[config.mk]
export PLATFORM = sky130hd
export DESIGN_NAME = uart_tx_arb
export DESIGN_NICKNAME = d
export VERILOG_FILES = /design/src/rtl/uart_pkg.sv /design/src/rtl/uart_rr_pick.sv /design/src/rtl/uart_tx_arb.sv
export SDC_FILE = /design/constraint.sdc
export NUM_CORES = 1
export LEC_CHECK = 0
export ABC_CLOCK_PERIOD_IN_PS = 3000
export BUFFER_PORTS_ARGS = -buffer_cell sky130_fd_sc_hd__buf_2
export CORE_ASPECT_RATIO = 1.25
export CORE_MARGIN = 10
export CORE_UTILIZATION = 49
export CTS_BUF_LIST = sky130_fd_sc_hd__clkbuf_8
export DETAILED_ROUTE_END_ITERATION = 12
export PLACE_DENSITY = 0.9
export SETUP_SLACK_MARGIN = 0.5
export SKIP_CTS_REPAIR_TIMING = 1
export SYNTH_ARGS = -nofsm -noshare
export SYNTH_HDL_FRONTEND = slang
export SYNTH_HIERARCHICAL = 1
export SYNTH_SLANG_ARGS = --single-unit
[constraint.sdc]
create_clock -name sys_clk -period 3 [get_ports sys_clk]
set_input_delay 0.15 -clock sys_clk [delete_from_list [all_inputs] [get_ports sys_clk]]
set_output_delay 0.15 -clock sys_clk [all_outputs]
set_load 0.01 [all_outputs]
[src/rtl/uart_pkg.sv]
// uart_pkg: shared UART types and baud/frame timing helpers
// used by uart_tx_arb, uart_tx and uart_rx.
package uart_pkg;

    typedef enum logic [1:0] {
        ARB_IDLE = 2'd0,
        ARB_LOAD = 2'd1,
        ARB_WAIT = 2'd2
    } arb_state_e;

    function automatic int unsigned baud_cnt_max(input int unsigned clk_freq,
                                                 input int unsigned bps);
        return clk_freq / bps;
    endfunction

    // One frame is start + 8 data + stop bits.
    function automatic int unsigned frame_cycles(input int unsigned clk_freq,
                                                 input int unsigned bps);
        return 10 * baud_cnt_max(clk_freq, bps);
    endfunction

endpackage

[src/rtl/uart_rr_pick.sv]
// uart_rr_pick: combinational round-robin picker; search starts one past
// the last grant and wraps modulo N_REQ.
module uart_rr_pick
    import uart_pkg::*;
#(
    parameter int unsigned N_REQ = 4
) (
    input  logic [N_REQ-1:0]         req_i,
    input  logic [$clog2(N_REQ)-1:0] last_i,
    output logic                     valid_o,
    output logic [$clog2(N_REQ)-1:0] idx_o
);

    localparam int unsigned IW = $clog2(N_REQ);

    logic [IW-1:0] cand;

    always_comb begin
        valid_o = 1'b0;
        idx_o   = '0;
        cand    = '0;
        for (int unsigned k = 1; k <= N_REQ; k++) begin
            cand = IW'((32'(last_i) + k) % N_REQ);
            if (!valid_o && req_i[cand]) begin
                valid_o = 1'b1;
                idx_o   = cand;
            end
        end
    end

endmodule

[src/rtl/uart_tx_arb.sv]
// uart_tx_arb: round-robin arbiter sharing one uart_tx among N_REQ producers.
// Optional packet lock is built when UART_ARB_LOCK_EN is defined.
module uart_tx_arb
    import uart_pkg::*;
#(
    parameter int unsigned N_REQ    = 4,
    parameter int unsigned UART_BPS = 9600,
    parameter int unsigned CLK_FREQ = 50_000_000
) (
    input  logic                     sys_clk,
    input  logic                     sys_rst,
    input  logic [N_REQ-1:0]         req_valid,
    input  logic [8*N_REQ-1:0]       req_data,
    input  logic [N_REQ-1:0]         req_last,
    output logic [N_REQ-1:0]         req_ready,
    output logic [7:0]               pi_data,
    output logic                     pi_flag,
    output logic [$clog2(N_REQ)-1:0] grant_id,
    output logic                     busy
);

    localparam int unsigned IW           = $clog2(N_REQ);
    localparam int unsigned FRAME_CYCLES = frame_cycles(CLK_FREQ, UART_BPS);
    localparam int unsigned CW           = $clog2(FRAME_CYCLES);
    localparam logic [CW-1:0] CNT_LAST   = CW'(FRAME_CYCLES - 1);

    arb_state_e    state_q, state_d;
    logic [CW-1:0] cnt_q, cnt_d;
    logic [IW-1:0] grant_q, grant_d;
    logic [7:0]    data_q, data_d;

    logic [7:0]    req_byte [N_REQ];
    logic          pick_valid;
    logic [IW-1:0] pick_idx;
    logic [IW-1:0] rr_last;
    logic          sel_valid;
    logic [IW-1:0] sel_idx;
    logic          accept;

    for (genvar g = 0; g < N_REQ; g++) begin : g_req
        assign req_byte[g]  = req_data[8*g +: 8];
        assign req_ready[g] = accept && (sel_idx == IW'(g));
    end

    uart_rr_pick #(
        .N_REQ (N_REQ)
    ) u_pick (
        .req_i   (req_valid),
        .last_i  (rr_last),
        .valid_o (pick_valid),
        .idx_o   (pick_idx)
    );

`ifdef UART_ARB_LOCK_EN
    // While locked, the owner is the last grantee; the rr pointer only
    // moves once a packet's last byte has gone out.
    logic          lock_q;
    logic [IW-1:0] rr_q;

    assign rr_last   = rr_q;
    assign sel_valid = lock_q ? req_valid[grant_q] : pick_valid;
    assign sel_idx   = lock_q ? grant_q : pick_idx;

    always_ff @(posedge sys_clk) begin
        if (sys_rst) begin
            lock_q <= 1'b0;
            rr_q   <= IW'(N_REQ - 1);
        end else if (accept) begin
            if (req_last[sel_idx]) begin
                lock_q <= 1'b0;
                rr_q   <= sel_idx;
            end else begin
                lock_q <= 1'b1;
            end
        end
    end
`else
    logic unused_last;

    assign unused_last = ^req_last;
    assign rr_last     = grant_q;
    assign sel_valid   = pick_valid;
    assign sel_idx     = pick_idx;
`endif

    assign accept = (state_q == ARB_IDLE) && sel_valid && !sys_rst;

    always_comb begin
        state_d = state_q;
        cnt_d   = cnt_q;
        grant_d = grant_q;
        data_d  = data_q;
        case (state_q)
            ARB_IDLE: begin
                if (accept) begin
                    data_d  = req_byte[sel_idx];
                    grant_d = sel_idx;
                    state_d = ARB_LOAD;
                end
            end
            ARB_LOAD: begin
                cnt_d   = '0;
                state_d = ARB_WAIT;
            end
            ARB_WAIT: begin
                if (cnt_q == CNT_LAST) begin
                    cnt_d   = '0;
                    state_d = ARB_IDLE;
                end else begin
                    cnt_d = cnt_q + 1'b1;
                end
            end
            default: state_d = ARB_IDLE;
        endcase
    end

    always_ff @(posedge sys_clk) begin
        if (sys_rst) begin
            state_q <= ARB_IDLE;
            cnt_q   <= '0;
            grant_q <= IW'(N_REQ - 1);
            data_q  <= '0;
        end else begin
            state_q <= state_d;
            cnt_q   <= cnt_d;
            grant_q <= grant_d;
            data_q  <= data_d;
        end
    end

    assign pi_data  = data_q;
    assign pi_flag  = (state_q == ARB_LOAD);
    assign grant_id = grant_q;
    assign busy     = (state_q != ARB_IDLE) || accept;

endmodule

==> results.json, run 1 <==
{
  "cts_sinks": 28,
  "maxCapViolCount": 0,
  "synthXorXnorAreaFrac": 0.0491,
  "period_needed_ns": 2.24,
  "final_cell_area_um2": 1980,
  "fmax_ghz": 0.447,
  "instances_no_fill": 269,
  "max_slew_margin": 0.654,
  "yosysTopAreaCell": "dfxtp_1",
  "die-width_um": 71.2,
  "hold_viol": 0,
  "antenna_found_initial": 0,
  "htreeDepth": 1,
  "final_cell_mix": "53 x buf_2, 28 x dfxtp_1, 27 x nand2_1",
  "globalRoute.totalOverflow": 0,
  "powerDensity_nw_per_um2": 608,
  "yosys-top-cells-area": "dfxtp_1 35%, mux4_2 11%, nand2_1 6.3%",
  "finalWirelength_um": 4040,
  "pin_count": 58,
  "cts_max_path_buffers": 2,
  "dieArea_um2": 5980,
  "fin_crit_sh": 0.746,
  "synth_compound_area_frac": 0.127,
  "clkTransAtPathRegs_ns": 0.10,
  "wl_per_cell_um": 15.0,
  "first_global_vias": 1651,
  "path_class": "reg -> out",
  "placed_area_um2": 1900,
  "critPathMaxStageDelay_ns": 0.48,
  "syn_inst": 181,
  "worst_pin_slew_ns": 0.519,
  "layout-drive-gt1-share": 0.323,
  "antenna_cells": 0,
  "cp_cell_sequence": "nand2b_1 > a21oi_2 > o221ai_4 > buf_4 > nor4b_1 > buf_2",
  "crit_path_top_delay_cell": "dfxtp_1",
  "clock_skew_ns": 0.00979,
  "setup_slack_ns": 0.761,
  "drc_errors": 0,
  "synthSimpleGateAreaFrac": 0.274,
  "gp_congestion": 0.872,
  "critPathTopFamily": "compound AO/OA/AOI/OAI gates",
  "crit_path_start_kind": "register",
  "grt_pass1_wl_um": 7010,
  "path_buf_inv": 2,
  "yosysTopAreaCellShare": 0.349,
  "status": "finished, final reports clean",
  "clk_latency_ns": 0.28,
  "dp_cells": 265,
  "end_kind": "output pin",
  "first_iter_violations": 47,
  "syn_to_final_growth_pct": 23.2,
  "synth_seq_cells": 28,
  "ys_warn_count": 6,
  "mostFrequentLayoutCell": "buf_2",
  "syn_area_um2": 1610,
  "multi_input_comb_area_um2": 986,
  "num_vias": 1530,
  "rsz0062_at_grt": "no",
  "synthAdderAreaFrac": 0.0390,
  "core_area_um2": 3190,
  "synthMuxAreaShare": 0.118,
  "syn_nets": 228,
  "cts_inserted_buffers": 3,
  "dp_hpwl_um": 3270,
  "placement.io_buffers": 53,
  "ys_types": 41,
  "row_count": 23,
  "ys_seq_area_frac": 0.349,
  "holdCritPathClass": "in -> reg",
  "drtAntennaViolNets": 0,
  "firstDrtPassIters": 4,
  "initial_core_util": 0.503,
  "peakVddDrop_mv": 0.386,
  "cts_tree": "built",
  "setup_viol": 0,
  "grt_max_degree": 19,
  "worstPathArrival_ns": 2.09,
  "critPathMaxFanout": 11,
  "post-place-ws_ns": 0.833,
  "vias_per_cell": 5.69,
  "seqCellArea_um2": 561,
  "p_leak_nw": 0.793,
  "maxSlewViolCount": 0,
  "fin_tns_setup_ns": 0,
  "nets": 280,
  "track_usage": 0.136,
  "synth.avg_cell_area_um2": 8.87,
  "die_y_um": 84.0,
  "synth_top_family_by_area": "simple AND/OR/NAND/NOR gates",
  "critPathRequiredTime_ns": 2.85,
  "fillers": 271,
  "root_buffer": "clkbuf_8"
}
==> layer usage <==
metal,global-route usage,vias up,routed length [um]
met5,0,-,0
met4,0.0476,0,87
met3,0.0774,10,489
met2,0.224,72,1930
met1,0.138,701,1530
li1,-,747,-
==> Yosys cell counts <==
cell type / number
nand3_1: 10
nand4bb_1: 1
or4_4: 1
mux2i_1: 1
and2b_1: 1
buf_2: 2
a21oi_2: 2
buf_4: 1
nand4_2: 1
or2_2: 1
nand4_1: 4
nor4_1: 5
o41a_1: 1
or3_4: 1
clkbuf_1: 4
nor2_1: 11
inv_1: 9
or3_1: 3
o21ai_0: 5
nand3b_1: 1
nand2_1: 27
ha_1: 5
o221ai_2: 1
nor3_1: 1
dfxtp_1: 28
a31oi_1: 1
and2_1: 1
mux4_2: 8
a21o_1: 1
o31ai_1: 1
nand4b_1: 2
o41ai_2: 1
xnor2_1: 6
nand2b_1: 5
a21boi_0: 1
buf_1: 1
or3b_1: 1
a21oi_1: 18
nor4b_1: 2
xor2_1: 3
and4_1: 2
==> kinds of logic (layout without fill, tap and decap cells) <==
logic type	count (synthesis)	after routing
AND/OR/NAND/NOR	81	81
flip-flops	28	28
buffers and inverters	17	68
multiplexers	9	9
AO/OA/AOI/OAI	32	32
XOR/XNOR	9	9
adder cells (fa/ha/maj)	5	5
==> power by group <==
part           total [mW]  switching [mW]  leakage, nW  internal [mW]
combinational       0.449           0.249        0.529          0.201
sequential          0.455          0.0383        0.228          0.417
clock               0.298           0.119       0.0357          0.179
==> stage by stage <==
step,hold slack (ns),utilization,power (mW)
after floorplan,0.456,-,0.770
after global placement,0.439,0.593,0.888
after detailed placement,0.446,0.593,0.907
after CTS,0.255,0.616,1.20
after global routing,0.261,0.619,1.29
final,0.249,0.619,1.20
==> worst reg2reg max path: stages, from the launching register on <==
cell,delay [ns]
dfxtp_1,0.36
inv_1,0.08
ha_1,0.43
nand4_1,0.34
or2_2,0.43
or3_1,0.31
a21oi_1,0.14
==> sequential cells by signal, summed over array words and instances, names as in the netlist <==
signal / flops
cnt_q: 16
state_q: 2
grant_id: 2
pi_data: 8
==> area by class of cell <==
| type | instances | area share |
|---|---|---|
| multi-input combinational | 136 | 0.498 |
| sequential | 28 | 0.283 |
| timing repair buffer | 55 | 0.142 |
| tap | 37 | 0.0234 |
| clock buffer | 3 | 0.0209 |
| inverter | 9 | 0.0171 |
| clock inverter | 1 | 0.0152 |
==> worst paths after layout <==
kind                     from            to  slack [ns]  cells after the start
setup / recovery  grant_id[1]  req_ready[1]        0.76                      6
hold / removal        sys_rst    pi_data[1]        0.25                      2
setup reg to reg   state_q[0]     cnt_q[13]        0.86                      6
hold reg to reg    pi_data[3]    pi_data[3]        0.46                      2
Note: power is estimated with default switching activity, not from simulation.
==> run 2, diff against run 1 <==
--- a/config.mk
+++ b/config.mk
@@ -5,7 +5,7 @@
 export SDC_FILE = /design/constraint.sdc
 export NUM_CORES = 1
 export LEC_CHECK = 0
-export ABC_CLOCK_PERIOD_IN_PS = 3000
+export ABC_CLOCK_PERIOD_IN_PS = 2070
 export BUFFER_PORTS_ARGS = -buffer_cell sky130_fd_sc_hd__buf_2
 export CORE_ASPECT_RATIO = 1.25
 export CORE_MARGIN = 10
==> constraint.sdc (replaced) <==
create_clock -name sys_clk -period 2.07 [get_ports sys_clk]
set_input_delay 0.1035 -clock sys_clk [delete_from_list [all_inputs] [get_ports sys_clk]]
set_output_delay 0.1035 -clock sys_clk [all_outputs]
set_load 0.01 [all_outputs]
==> run 2 against run 1 <==
  * Hold slack worse by 0.0081 ns
  * Routed wire length grew 34%
  * Clock skew shrank 0.0030 ns
  * Final area grew 22%
  * Sequential power increased by 49%
  * Non-clock buffer count increased by 17
  * Final cell count is 6.7% higher
  * Sequential share of layout area decreased by 3.5 points
  * Count of clock-buffer cells in the layout is the same
  * Die area did not move
  * Flip-flop and latch count stayed put
  * Via count rose by 12%
==> results.json, run 2 (synthesis gave the netlist of run 1 again) <==
{
  "row_count": 23,
  "fin_tns_setup_ns": 0,
  "fin_crit_sh": 0.887,
  "holdCritPathClass": "in -> reg",
  "dp_hpwl_um": 3360,
  "worstPathArrival_ns": 1.98,
  "peakVddDrop_mv": 0.590,
  "firstDrtPassIters": 4,
  "placement.io_buffers": 53,
  "p_leak_nw": 0.954,
  "critPathMaxStageDelay_ns": 0.41,
  "first_iter_violations": 79,
  "dieArea_um2": 5980,
  "path_buf_inv": 1,
  "cts_max_path_buffers": 2,
  "setup_viol": 0,
  "cp_cell_sequence": "mux2i_4 > o221ai_4 > buf_12 > mux4_2 > nand2_1 > a21oi_1",
  "clkTransAtPathRegs_ns": 0.10,
  "status": "finished, final reports clean",
  "num_vias": 1707,
  "largest_register": "cnt_q",
  "antenna_found_initial": 0,
  "drc_errors": 0,
  "die-width_um": 71.2,
  "mostFrequentLayoutCell": "buf_2",
  "htreeDepth": 1,
  "worst_pin_slew_ns": 0.438,
  "cts_tree": "built",
  "period_needed_ns": 1.84,
  "largest_reg_flops": 16,
  "maxSlewViolCount": 0,
  "path_class": "reg -> reg",
  "finish.utilization": 0.754,
  "rsz0062_at_grt": "yes",
  "critPathMaxFanout": 8,
  "syn_to_final_growth_pct": 50.1,
  "grt_pass1_wl_um": 7290,
  "vias_per_cell": 5.95,
  "drtAntennaViolNets": 0,
  "grt_max_degree": 19,
  "final_cell_mix": "53 x buf_2, 25 x nand2_1, 13 x buf_4",
  "root_buffer": "clkbuf_8",
  "max_slew_margin": 0.708,
  "first_global_vias": 1711,
  "antenna_cells": 0,
  "hold_viol": 0,
  "fmax_ghz": 0.545,
  "clk_latency_ns": 0.28,
  "pin_count": 58,
  "wl_per_cell_um": 18.8,
  "crit_path_top_delay_cell": "dfxtp_4",
  "fillers": 180,
  "maxCapViolCount": 0,
  "critPathTopFamily": "multiplexers",
  "core_area_um2": 3190,
  "finalWirelength_um": 5400,
  "cts_inserted_buffers": 3,
  "track_usage": 0.141,
  "powerDensity_nw_per_um2": 837,
  "nets": 298,
  "gp_congestion": 0.744,
  "layout-drive-gt1-share": 0.560,
  "critPathRequiredTime_ns": 2.21,
  "initial_core_util": 0.503,
  "die_y_um": 84.0,
  "clock_skew_ns": 0.00679,
  "end_kind": "register",
  "globalRoute.totalOverflow": 0,
  "cts_sinks": 28,
  "crit_path_start_kind": "register"
}
[run 2: per-layer routing]
layer  share of wire  track usage
met1            0.39        0.146
met2            0.50        0.240
met3           0.074       0.0690
met4           0.030       0.0441
met5               0            0
[run 2: layout make-up]
cell class	count	area [um^2]	area share
Multi-Input combinational cell	137	1220	0.508
Sequential cell	28	598	0.248
Timing Repair Buffer	72	433	0.180
Tap cell	37	46.3	0.0192
Clock buffer	3	41.3	0.0171
Inverter	9	36.3	0.0151
Clock inverter	1	30.0	0.0125
[run 2: worst paths after layout]
path,cells past startpoint,from,slack [ns],to
min,2,sys_rst,0.24,pi_data[5]
max,6,grant_id[1],0.23,pi_data[1]
min reg2reg,2,pi_data[4],0.47,pi_data[4]
max reg2reg,6,grant_id[1],0.23,pi_data[1]
[run 2: through the flow]
stage	hold slack (ns)	setup WS (ns)	instance area (um^2)	instances	power [mW]
6_report	0.241	0.234	2410	287	2.02
5_1_grt	0.254	0.168	2410	287	2.12
4_1_cts	0.200	0.137	2040	270	1.80
3_5_place_dp	0.446	0.147	1970	266	1.37
3_3_place_gp	0.438	0.217	1970	266	1.34
2_1_floorplan	0.415	0.324	1690	181	1.19
[run 2: where the power goes]
part / total (mW) / switching [mW] / internal (mW)
clock network: 0.431 / 0.172 / 0.259
logic: 0.911 / 0.475 / 0.436
registers: 0.676 / 0.0685 / 0.607
==> run 3, diff against run 2 <==
--- a/config.mk
+++ b/config.mk
@@ -13,7 +13,6 @@
 export CTS_BUF_LIST = sky130_fd_sc_hd__clkbuf_8
 export DETAILED_ROUTE_END_ITERATION = 12
 export PLACE_DENSITY = 0.9
-export SETUP_SLACK_MARGIN = 0.5
 export SKIP_CTS_REPAIR_TIMING = 1
 export SYNTH_ARGS = -nofsm -noshare
 export SYNTH_HDL_FRONTEND = slang
==> run 3 against run 2 <==
  * Setup slack worse by 0.14 ns
  * Critical path type is now reg -> out
  * Sequential power is 3% lower
  * Non-clock buffer count is 12 lower
==> results.json, run 3 (synthesis gave the netlist of run 1 again) <==
{
  "gp_congestion": 0.823,
  "htreeDepth": 1,
  "core_area_um2": 3190,
  "critPathMaxFanout": 8,
  "maxSlewViolCount": 0,
  "end_kind": "output pin",
  "period_needed_ns": 1.98,
  "root_buffer": "clkbuf_8",
  "clk_latency_ns": 0.28,
  "cts_sinks": 28,
  "critPathMaxStageDelay_ns": 0.40,
  "fin_crit_sh": 0.955,
  "grt_max_degree": 19,
  "first_iter_violations": 43,
  "design_power_total_mw": 1.79,
  "finalWirelength_um": 4210,
  "cts_max_path_buffers": 2,
  "maxCapViolCount": 0,
  "nets": 285,
  "crit_path_top_delay_cell": "dfxtp_2",
  "first_global_vias": 1644,
  "cts_inserted_buffers": 3,
  "final_cell_mix": "53 x buf_2, 27 x nand2_1, 27 x dfxtp_1",
  "layout-drive-gt1-share": 0.342,
  "max_slew_margin": 0.692,
  "p_leak_nw": 0.820,
  "pin_count": 58,
  "vias_per_cell": 5.65,
  "drc_errors": 0,
  "track_usage": 0.140,
  "clkTransAtPathRegs_ns": 0.10,
  "crit_path_start_kind": "register",
  "fin_tns_setup_ns": 0,
  "clock_skew_ns": 0.00848,
  "row_count": 23,
  "cp_cell_sequence": "nand2b_1 > a21oi_2 > o221ai_2 > buf_6 > buf_4 > nor4b_1 > buf_2",
  "cts_tree": "built",
  "grt_pass1_wl_um": 7160,
  "die_y_um": 84.0,
  "firstDrtPassIters": 4,
  "critPathRequiredTime_ns": 1.97,
  "die-width_um": 71.2,
  "path_class": "reg -> out",
  "mostFrequentLayoutCell": "buf_2",
  "peakVddDrop_mv": 0.618,
  "rrSetupSlack_ns": 0.17,
  "dp_hpwl_um": 3380,
  "dieArea_um2": 5980,
  "largest_register": "cnt_q",
  "worst_pin_slew_ns": 0.458,
  "fmax_ghz": 0.506,
  "worstPathArrival_ns": 1.87,
  "globalRoute.totalOverflow": 0,
  "hold_viol": 0,
  "status": "finished, final reports clean",
  "largest_reg_flops": 16,
  "wl_per_cell_um": 15.4,
  "initial_core_util": 0.503,
  "syn_to_final_growth_pct": 26.0,
  "fillers": 258,
  "antenna_cells": 0,
  "setup_viol": 0,
  "drtAntennaViolNets": 0,
  "powerDensity_nw_per_um2": 884,
  "placement.io_buffers": 53,
  "num_vias": 1548,
  "holdCritPathClass": "in -> reg",
  "antenna_found_initial": 0
}
[run 3: cell count changes in the layout (fill, tap and decap cells not counted), moves of 6 or more]
cell     change
a21oi_1      +6
buf_4        -8
dfxtp_1     +15
dfxtp_2      -8
dfxtp_4      -7
[run 3: final cells by class]
type,instances,area (um^2),area share
inverter,9,33.8,0.0167
clock inverter,1,30.0,0.0149
multi-input combinational,136,975,0.482
sequential,28,562,0.278
timing repair buffer,60,334,0.165
clock buffer,3,41.3,0.0204
tap,37,46.3,0.0229
[run 3: worst paths after layout]
path,startpoint,end,cells after the start
worst min register to register,pi_data[7],pi_data[7],2
worst max-delay path,grant_id[1],req_ready[1],7
worst max register to register,state_q[0],cnt_q[13],6
worst min-delay path,sys_rst,pi_data[4],2
[run 3: where the power goes]
| group | leakage, nW | switching (mW) | internal, mW |
|---|---|---|---|
| clock | 0.0357 | 0.175 | 0.259 |
| combinational | 0.556 | 0.366 | 0.332 |
| sequential | 0.228 | 0.0510 | 0.606 |
| total | 0.820 | 0.592 | 1.20 |
[run 3: through the flow]
step / cell area [um^2] / util / std cells / setup slack [ns] / hold slack, ns
finish: 2020 / 0.633 / 274 / 0.0940 / 0.200
global route: 2020 / 0.633 / 274 / -0.0497 / 0.213
CTS: 2000 / 0.625 / 273 / 0.0673 / 0.190
detailed placement: 1930 / 0.603 / 269 / 0.174 / 0.445
global placement: 1930 / 0.603 / 269 / 0.242 / 0.440
floorplan: 1610 / - / 181 / 0.0860 / 0.409
[run 3: critical path, delay by kind of cell (launching register included)]
| family | cells | cell delay, ns |
|---|---|---|
| simple gates | 2 | 0.50 |
| compound gates | 2 | 0.23 |
| buf+inv | 3 | 0.47 |
| flops | 1 | 0.40 |
[run 3: layer usage]
metal	share of wire	up-vias	GRT usage
met5	0	-	0
met3	0.12	8	0.0810
met1	0.37	704	0.134
met4	0.019	0	0.0511
met2	0.49	75	0.240
li1	-	761	-
